`src/rtl/gnr_pkg.sv`:
```
// Shared types and default constants for the GNR attractor sequencing controller.
package gnr_pkg;

  // Controller FSM states.
  typedef enum logic [2:0] {
    ST_IDLE = 3'd0,
    ST_LOAD = 3'd1,
    ST_STEP = 3'd2,
    ST_CMP  = 3'd3,
    ST_OUT  = 3'd4,
    ST_NEXT = 3'd5
  } gnr_state_e;

  // Default sizing of the node array and the step counter.
  localparam int GNR_N_NODES   = 8;
  localparam int GNR_STEP_W    = 16;
  localparam int GNR_MAX_STEPS = 1024;

endpackage

```
`src/rtl/gnr_attractor_ctrl_if.sv`:
```
// Result port of the attractor controller: valid/ready handshake plus payload.
interface gnr_attractor_ctrl_if #(
  parameter int N_NODES = 8,
  parameter int STEP_W  = 16
);

  logic               res_valid;
  logic               res_ready;
  logic [N_NODES-1:0] res_init;
  logic [STEP_W-1:0]  res_steps;
  logic               res_timeout;

  // Controller side produces the result.
  modport master (
    output res_valid,
    input  res_ready,
    output res_init,
    output res_steps,
    output res_timeout
  );

  // Consumer side accepts the result.
  modport slave (
    input  res_valid,
    output res_ready,
    input  res_init,
    input  res_steps,
    input  res_timeout
  );

endinterface

```
`src/rtl/gnr_state_cmp.sv`:
```
// Floyd comparison of the slow and fast node state copies. A match is only
// meaningful on an even step count, when the fast copy has taken exactly
// twice as many updates as the slow copy.
module gnr_state_cmp #(
  parameter int N_NODES = 8
) (
  input  logic [N_NODES-1:0] s0_vec,
  input  logic [N_NODES-1:0] s1_vec,
  input  logic               steps_lsb,
  output logic               match
);

  // Pure combinational equality qualified by the even-step condition.
  always_comb begin
    match = 1'b0;
    if ((s0_vec == s1_vec) && (steps_lsb == 1'b0)) begin
      match = 1'b1;
    end else begin
      match = 1'b0;
    end
  end

endmodule

```
`src/rtl/gnr_attractor_ctrl.sv`:
```
// Sequencing controller for the GNR node array: walks a range of initial
// states, steps the slow/fast copies, detects an attractor and reports the
// initial state and step count over a valid/ready result port.
module gnr_attractor_ctrl
  import gnr_pkg::*;
#(
  parameter int N_NODES   = GNR_N_NODES,
  parameter int STEP_W    = GNR_STEP_W,
  parameter int MAX_STEPS = GNR_MAX_STEPS
) (
  input  logic               clk,
  input  logic               rst_n,
  input  logic               start,
  input  logic [N_NODES-1:0] init_base,
  input  logic [N_NODES:0]   init_count,
  output logic               reset_nos,
  output logic               start_s0,
  output logic               start_s1,
  output logic [N_NODES-1:0] init_state,
  input  logic [N_NODES-1:0] s0_vec,
  input  logic [N_NODES-1:0] s1_vec,
  output logic               busy,
  output logic               done,
  gnr_attractor_ctrl_if.master res
);

  localparam logic [STEP_W-1:0]  MAX_STEPS_C = STEP_W'(MAX_STEPS);
  localparam logic [STEP_W-1:0]  STEP_ONE    = STEP_W'(1'b1);
  localparam logic [N_NODES:0]   REM_ONE     = (N_NODES + 1)'(1'b1);
  localparam logic [N_NODES-1:0] CUR_ONE     = N_NODES'(1'b1);

  gnr_state_e         state_r;
  gnr_state_e         state_s;
  logic               done_s;
  logic               busy_s;
  logic               match_s;

  logic [N_NODES-1:0] cur_r;
  logic [N_NODES:0]   remaining_r;
  logic [STEP_W-1:0]  steps_r;

  logic               reset_nos_r;
  logic               strobe_r;
  logic               res_valid_r;
  logic [N_NODES-1:0] res_init_r;
  logic [STEP_W-1:0]  res_steps_r;
  logic               res_timeout_r;
  logic               done_r;
  logic               busy_r;

  gnr_state_cmp #(
    .N_NODES (N_NODES)
  ) u_cmp (
    .s0_vec    (s0_vec),
    .s1_vec    (s1_vec),
    .steps_lsb (steps_r[0]),
    .match     (match_s)
  );

  // Next-state and next-output decode.
  always_comb begin
    state_s = state_r;
    done_s  = 1'b0;
    case (state_r)
      ST_IDLE: begin
        if (start) begin
          if (init_count != '0) begin
            state_s = ST_LOAD;
          end else begin
            done_s = 1'b1;
          end
        end else begin
          state_s = ST_IDLE;
        end
      end
      ST_LOAD: state_s = ST_STEP;
      ST_STEP: state_s = ST_CMP;
      ST_CMP: begin
        if (match_s) begin
          state_s = ST_OUT;
        end else if (steps_r == MAX_STEPS_C) begin
          state_s = ST_OUT;
        end else begin
          state_s = ST_STEP;
        end
      end
      ST_OUT: begin
        if (res.res_ready) begin
          state_s = ST_NEXT;
          if (remaining_r == REM_ONE) begin
            done_s = 1'b1;
          end else begin
            done_s = 1'b0;
          end
        end else begin
          state_s = ST_OUT;
        end
      end
      ST_NEXT: begin
        if (remaining_r == REM_ONE) begin
          state_s = ST_IDLE;
        end else begin
          state_s = ST_LOAD;
        end
      end
      default: state_s = ST_IDLE;
    endcase
    // Busy drops together with the done pulse of the last init.
    busy_s = (state_s != ST_IDLE) && !done_s;
  end

  // State register and registered strobes, all derived from the next state.
  always_ff @(posedge clk or negedge rst_n) begin
    if (!rst_n) begin
      state_r     <= ST_IDLE;
      reset_nos_r <= 1'b0;
      strobe_r    <= 1'b0;
      res_valid_r <= 1'b0;
      done_r      <= 1'b0;
      busy_r      <= 1'b0;
    end else begin
      state_r     <= state_s;
      reset_nos_r <= (state_s == ST_LOAD);
      strobe_r    <= (state_s == ST_STEP);
      res_valid_r <= (state_s == ST_OUT);
      done_r      <= done_s;
      busy_r      <= busy_s;
    end
  end

  // Datapath: current init, remaining count, step counter and result capture.
  always_ff @(posedge clk or negedge rst_n) begin
    if (!rst_n) begin
      cur_r         <= '0;
      remaining_r   <= '0;
      steps_r       <= '0;
      res_init_r    <= '0;
      res_steps_r   <= '0;
      res_timeout_r <= 1'b0;
    end else begin
      case (state_r)
        ST_IDLE: begin
          if (start && (init_count != '0)) begin
            cur_r       <= init_base;
            remaining_r <= init_count;
          end
        end
        ST_LOAD: steps_r <= '0;
        ST_STEP: steps_r <= steps_r + STEP_ONE;
        ST_CMP: begin
          if (state_s == ST_OUT) begin
            res_init_r    <= cur_r;
            res_steps_r   <= steps_r;
            res_timeout_r <= ~match_s;
          end
        end
        ST_NEXT: begin
          remaining_r <= remaining_r - REM_ONE;
          if (remaining_r != REM_ONE) begin
            cur_r <= cur_r + CUR_ONE;
          end
        end
        default: ;
      endcase
    end
  end

  assign reset_nos       = reset_nos_r;
  assign start_s0        = strobe_r;
  assign start_s1        = strobe_r;
  assign init_state      = cur_r;
  assign busy            = busy_r;
  assign done            = done_r;
  assign res.res_valid   = res_valid_r;
  assign res.res_init    = res_init_r;
  assign res.res_steps   = res_steps_r;
  assign res.res_timeout = res_timeout_r;

endmodule

```
`src/flat_wrapper.sv`:
```
// flat-port wrapper written by rule: the top's interface ports become plain ports
module gnr_attractor_ctrl_flat import gnr_pkg::*;
#(
  parameter int N_NODES   = GNR_N_NODES,
  parameter int STEP_W    = GNR_STEP_W,
  parameter int MAX_STEPS = GNR_MAX_STEPS
)
  (clk, rst_n, start, init_base, init_count, reset_nos, start_s0, start_s1, init_state, s0_vec, s1_vec, busy, done, res_res_valid, res_res_ready, res_res_init, res_res_steps, res_res_timeout);
  gnr_attractor_ctrl_if #(.N_NODES(N_NODES), .STEP_W(STEP_W)) res_i ();
  input  logic clk;
  input  logic rst_n;
  input  logic start;
  input  logic [N_NODES-1:0] init_base;
  input  logic [N_NODES:0] init_count;
  output logic reset_nos;
  output logic start_s0;
  output logic start_s1;
  output logic [N_NODES-1:0] init_state;
  input  logic [N_NODES-1:0] s0_vec;
  input  logic [N_NODES-1:0] s1_vec;
  output logic busy;
  output logic done;
  output wire logic [$bits(res_i.res_valid)-1:0] res_res_valid;
  input wire logic [$bits(res_i.res_ready)-1:0] res_res_ready;
  output wire logic [$bits(res_i.res_init)-1:0] res_res_init;
  output wire logic [$bits(res_i.res_steps)-1:0] res_res_steps;
  output wire logic [$bits(res_i.res_timeout)-1:0] res_res_timeout;
  assign res_res_valid = res_i.res_valid;
  assign res_i.res_ready = res_res_ready;
  assign res_res_init = res_i.res_init;
  assign res_res_steps = res_i.res_steps;
  assign res_res_timeout = res_i.res_timeout;
  gnr_attractor_ctrl #(.N_NODES(N_NODES), .STEP_W(STEP_W), .MAX_STEPS(MAX_STEPS)) u_core (.clk(clk), .rst_n(rst_n), .start(start), .init_base(init_base), .init_count(init_count), .reset_nos(reset_nos), .start_s0(start_s0), .start_s1(start_s1), .init_state(init_state), .s0_vec(s0_vec), .s1_vec(s1_vec), .busy(busy), .done(done), .res(res_i));
endmodule
```
`config.mk`:
```
export PLATFORM = sky130hd
export DESIGN_NAME = gnr_attractor_ctrl_flat
export DESIGN_NICKNAME = d
export VERILOG_FILES = /design/src/rtl/gnr_pkg.sv /design/src/rtl/gnr_attractor_ctrl_if.sv /design/src/rtl/gnr_state_cmp.sv /design/src/rtl/gnr_attractor_ctrl.sv /design/src/flat_wrapper.sv
export SDC_FILE = /design/constraint.sdc
export NUM_CORES = 1
export LEC_CHECK = 0
export CORE_MARGIN = 3
export CORE_UTILIZATION = 35
export DETAILED_ROUTE_END_ITERATION = 10
export PLACE_DENSITY = 0.65
export SYNTH_ARGS = -nofsm -noshare
export SYNTH_HDL_FRONTEND = slang
export SYNTH_HIERARCHICAL = 1
export SYNTH_SLANG_ARGS = --single-unit
```
`constraint.sdc`:
```
create_clock -name clk -period 6.11 [get_ports clk]
set_input_delay 1.222 -clock clk [delete_from_list [all_inputs] [get_ports clk]]
set_output_delay 1.222 -clock clk [all_outputs]
set_load 0.02 [all_outputs]
```
**Yosys cells after proc, flatten, opt, wreduce, memory -nomap -nowiden**

Cells that the tools add are included.

- Register bits after elaboration: 66
- Input port bits: 37
- Output and inout port bits: 39
- Logic and storage cells: 62

- $add $sub $neg: 3
- Equal/unequal tests: 14
- Muxes and demuxes: 19
- Bitwise logic cells: 2
- Reduce and logical (&&, ||, !) cells: 12

Operators by type and width:

| operator | number |
|---|---|
| one-hot mux 16 bit (2 select lines) | 1 |
| one-hot mux 3 bit (6 select lines) | 1 |
| one-hot mux 9 bit (2 select lines) | 1 |
| adder 16 x 1 -> 16 bit (second input constant) | 1 |
| == test 16 x 11 -> 1 bit (second input constant) | 1 |
| 2-to-1 mux 8 bit | 2 |
| one-hot mux 8 bit (2 select lines) | 1 |
| 2-to-1 mux 3 bit | 4 |
| == test 3 x 2 -> 1 bit (second input constant) | 3 |
| == test 3 bit (second input constant) | 3 |
| == test 9 x 1 -> 1 bit (second input constant) | 1 |
| 2-to-1 mux 9 bit | 1 |
| != test 9 x 1 -> 1 bit (second input constant) | 1 |
| nonzero test 9 bit | 1 |
| subtractor 9 x 1 -> 9 bit (second input constant) | 1 |
| adder 8 x 1 -> 8 bit (second input constant) | 1 |
| == test 8 bit | 1 |
| 2-to-1 mux 1 bit | 7 |
| == test 3 x 1 -> 1 bit (second input constant) | 2 |
| != test 2 x 1 -> 1 bit (second input constant) | 2 |
| AND reduction 2 bit | 2 |
| nonzero test 2 bit | 2 |
| logical AND 1 bit | 3 |
| logical NOT 3 bit | 1 |
| 5 further kinds | 6 |

**Longest topological paths before layout**

- Depth after elaboration: 7
- Mapped depth: 8
- Gate-level depth less buffers: 6

**Hierarchy**

Netlist, hierarchy kept.

By module, submodules not included:

| module | instances | cells an instance | area an instance (µm²) | seq. area each (µm²) |
|---|---|---|---|---|
| gnr_attractor_ctrl | 1 | 296 | 3,309.4 | 1,651.6 |
| gnr_state_cmp | 1 | 11 | 93.8 | 0.0 |

**Worst setup path after synthesis**

Ideal clock, no wire load.

- Path kind: in2reg
- Start: input port s1_vec[7]
- End: register u_core.res_init_r[0], in the netlist u_core/res.res_init[0]
- Setup time: 0.125 ns
- Arrival time: 2.585 ns
- Required time: 5.985 ns
- Setup slack: 3.400 ns
- Stages: 8
- Buffers on the path: 2
- Cells stage by stage: xnor2_1 > nand3_1 > nor4_2 > a41o_1 > and3_1 > buf_4 > buf_6 > mux2_2

- Longest elaborated chain between the ends: 7

Ends and longest elaborated chain:

| element | RTL line | source |
|---|---|---|
| start, declared | flat_wrapper.sv:20 | `input logic [N_NODES-1:0] s1_vec;` |
| == test 8 bit | gnr_state_cmp.sv:16 | `if ((s0_vec == s1_vec) && (steps_lsb == 1'b0)) begin` |
| logical AND 1 bit | gnr_state_cmp.sv:16 |  |
| 2-to-1 mux 1 bit | gnr_state_cmp.sv:16 |  |
| net u_core.match_s | gnr_attractor_ctrl.sv:36 | `logic match_s;` |
| 2-to-1 mux 3 bit | gnr_attractor_ctrl.sv:79 | `if (match_s) begin` |
| one-hot mux 3 bit (6 select lines) | gnr_attractor_ctrl.sv:64 | `case (state_r)` |
| == test 3 bit | gnr_attractor_ctrl.sv:151 | `if (state_s == ST_OUT) begin` |
| AND reduction 2 bit (no line) | -- |  |
| end signal, assigned | gnr_attractor_ctrl.sv:152 | `res_init_r <= cur_r;` |
| end, declared | gnr_attractor_ctrl.sv:45 | `logic [N_NODES-1:0] res_init_r;` |

The timed path passes the listed nets, and every way through them passes these cells.
A chain may end at the register's enable or synchronous reset.

**Worst setup path after layout**

- Start: input port s1_vec[1]
- End: register u_core.res_steps_r[2], in the netlist u_core/res.res_steps[2]

- Longest elaborated chain between the ends: 7

Ends and longest elaborated chain:

| element | RTL line | source |
|---|---|---|
| == test 8 bit | gnr_state_cmp.sv:16 |  |
| logical AND 1 bit | gnr_state_cmp.sv:16 |  |
| 2-to-1 mux 1 bit | gnr_state_cmp.sv:16 |  |
| net u_core.match_s | gnr_attractor_ctrl.sv:36 |  |
| 2-to-1 mux 3 bit | gnr_attractor_ctrl.sv:79 |  |
| one-hot mux 3 bit (6 select lines) | gnr_attractor_ctrl.sv:64 |  |
| == test 3 bit | gnr_attractor_ctrl.sv:151 |  |
| AND reduction 2 bit (no line) | -- |  |
| end signal, assigned | gnr_attractor_ctrl.sv:153 | `res_steps_r <= steps_r;` |
| end, declared | gnr_attractor_ctrl.sv:46 | `logic [STEP_W-1:0] res_steps_r;` |

The timed path passes the listed nets, and every way through them passes these cells.

==> results.json <==
{
  "r2r-end": "u_core/res.res_steps[2]",
  "hold_depth": 1,
  "clock_skew_ns": 0.0121,
  "p_total_mw": 1.11,
  "synthCells": 307,
  "cts_tree": "yes",
  "antenna_found_initial": 0,
  "hold_path.class": "flop to flop",
  "async_flop_share": 1.00,
  "clockBufferDepth": 2,
  "post-route-period-util": 0.585,
  "avgSynthCellArea_um2": 11.1,
  "finish.net_count": 419,
  "rr_worst_depth": 6,
  "num_rows": 35,
  "cts_resized": 0,
  "root_buffer": "clkbuf_8",
  "crit_slowest_cell": "and3_1",
  "fmax_mhz": 280,
  "path_class": "primary input to flop",
  "numCtsBuffers": 9,
  "fp.dieW_um": 105,
  "pre_cts_ws_ns": 2.07,
  "slowest_delay_ns": 0.96,
  "grt_pass1_vias": 2704,
  "area_growth_pct": 30.2,
  "dp.final_hpwl_mm": 5.56,
  "cts_sinks": 66,
  "cts_setup_buffers": 0,
  "grt_max_degree": 67,
  "dpl_cell_area_um2": 4220,
  "power_leakage_nw": 1.86,
  "ir_drop_mv": 0.103,
  "yosys.area.top_type_share": 0.485,
  "pwr_density_cell_nw_per_um2": 250,
  "routedWlPerCell_um": 15.8,
  "critPathBufInv": 1,
  "die_h_um": 105,
  "portBuffers": 75,
  "h-tree-depth": 3,
  "required_ns": 6.32,
  "period_needed_ns": 3.57,
  "yosys.cell_count.top_type": "dfrtp_1",
  "ys_types": 55,
  "vias_per_cell": 5.35,
  "worst_slack_ns": 2.54,
  "drc": 0,
  "first_iter_violations": 128,
  "insertion_delay_ns": 0.34,
  "vias": 2733,
  "r2r-start": "u_core/steps_r[0]",
  "synth.cell_area_um2": 3400,
  "final.setup.tns_ns": 0,
  "drive_above_1_share": 0.157,
  "worst_pin_slew_ns": 1.19,
  "syn_nets": 349,
  "synth_seq_cells": 66,
  "critical_path.max_fanout": 26,
  "diodes": 0,
  "cp-start-kind": "primary input",
  "path_cells": "clkdlybuf4s50_1, xnor2_1, nand3_1, nor4_2, a41o_1, and3_1, mux2_2",
  "cap_violations": 0,
  "design_area_um2": 4430,
  "ant_nets": 0,
  "grt_use_total": 0.151,
  "drtPass1Iterations": 4,
  "cp.arrival_ns": 3.79,
  "clk_pin_slew_ns": 0.07,
  "routabilityCongestion": 0.839,
  "crit_family": "simple AND/OR/NAND/NOR gates",
  "rsz0062_at_grt": "false",
  "ctsHoldBuffers": 0,
  "synth_flop_cell": "dfrtp_1",
  "grt_pass1_wl_mm": 13.5,
  "synth_common_cells": "dfrtp_1, mux2_2, a21oi_1",
  "yosysSeqAreaShare": 0.485,
  "num_io_pins": 76,
  "r2r_setup_slack_ns": 3.30,
  "wl_mm": 8.08,
  "setup_viol": 0,
  "worstHoldStart": "u_core/res.res_steps[9]",
  "fillCellCount": 857,
  "grt_overflow": 0,
  "status": "finished clean",
  "hold_end": "u_core/res.res_steps[9]",
  "whs_ns": 0.511,
  "yosys-top-cells-area": "dfrtp_1, mux2_2, a21oi_1, o211ai_1, nand3_1",
  "die_area_um2": 10900,
  "synth.largest_area_cell": "dfrtp_1",
  "report.final.slew_viol_count": 0,
  "core-area_um2": 9330,
  "slew_headroom": 0.205,
  "hold_violations": 0,
  "yosysWarnings": 6,
  "worst_setup_path_end_kind": "flop",
  "synth-edff-count": 0,
  "start_util": 0.365
}
-- through the flow --
stage	util	instances
after floorplan	-	307
after global placement	0.452	495
after detailed placement	0.452	495
after CTS	0.475	511
after global routing	0.475	511
final	0.475	511
-- worst max-delay path by stage --
| stage | from | endpoint | slack, ns | cells after the start |
|---|---|---|---|---|
| floorplan | s1_vec[7] | u_core/res.res_init[0] | 3.40 | 8 |
| global placement | s1_vec[1] | u_core/res.res_init[5] | 2.18 | 7 |
| detailed placement | s1_vec[1] | u_core/res.res_init[7] | 2.07 | 7 |
| CTS | s1_vec[1] | u_core/res.res_init[7] | 2.48 | 7 |
| global route | s1_vec[1] | u_core/res.res_steps[2] | 2.32 | 7 |
| finish | s1_vec[1] | u_core/res.res_steps[2] | 2.54 | 7 |
-- cell families after synthesis --
logic type               share of synthesized area
buffers and inverters                       0.0397
multiplexers                                0.0794
XOR/XNOR                                    0.0257
AND/OR/NAND/NOR                              0.159
adder cells (fa/ha/maj)                     0.0184
flip-flops                                   0.485
AO/OA/AOI/OAI                                0.193
-- flip-flops by register name (all words and copies together) (netlist names) --
| register | flops |
|---|---|
| u_core/res.res_steps | 16 |
| u_core/res.res_timeout | 1 |
| u_core/init_state | 8 |
| u_core/reset_nos | 1 |
| u_core/res.res_init | 8 |
| u_core/state_r | 3 |
| u_core/steps_r | 16 |
| u_core/start_s0 | 1 |
| u_core/busy | 1 |
| u_core/done | 1 |
| u_core/remaining_r | 9 |
| u_core/res.res_valid | 1 |
-- cells in the final DEF (no fill, tap or decap), types with 4 or more instances in the layout --
cell type | synthesis | final
mux2_2 | 24 | 24
clkdlybuf4s50_1 | 0 | 74
o21ai_0 | 14 | 14
nor3_1 | 5 | 5
inv_1 | 9 | 9
and4_1 | 6 | 6
nand2_1 | 15 | 15
nand3_1 | 14 | 14
clkbuf_8 | 0 | 12
o221a_2 | 5 | 5
a31oi_1 | 7 | 7
nand4_1 | 7 | 7
o211ai_1 | 10 | 10
nor2_1 | 12 | 12
o31ai_1 | 9 | 9
dfrtp_1 | 66 | 66
xnor2_1 | 8 | 8
ha_1 | 5 | 5
and3_1 | 4 | 4
a21oi_1 | 18 | 18
-- power breakdown --
group	total, mW	internal, mW	switching (mW)
Sequential	0.528	0.472	0.0563
Clock	0.391	0.223	0.168
Combinational	0.187	0.0968	0.0906
-- final cells by class --
class / count / area (um2) / area share
clock buffers: 13 / 169 / 0.0381
inverters: 9 / 33.8 / 0.00762
well taps: 129 / 161 / 0.0364
flip-flops and latches: 66 / 1650 / 0.373
clock inverters: 3 / 46.3 / 0.0104
multi-input cells: 215 / 1620 / 0.365
repair buffers: 76 / 753 / 0.170
-- per-layer routing --
layer	vias up	global-route usage	share of wire
li1	1306	-	-
met1	1329	0.208	0.45
met2	85	0.235	0.48
met3	13	0.0290	0.049
met4	0	0.0628	0.017
met5	-	0	0
(Power assumes the default switching activity.)
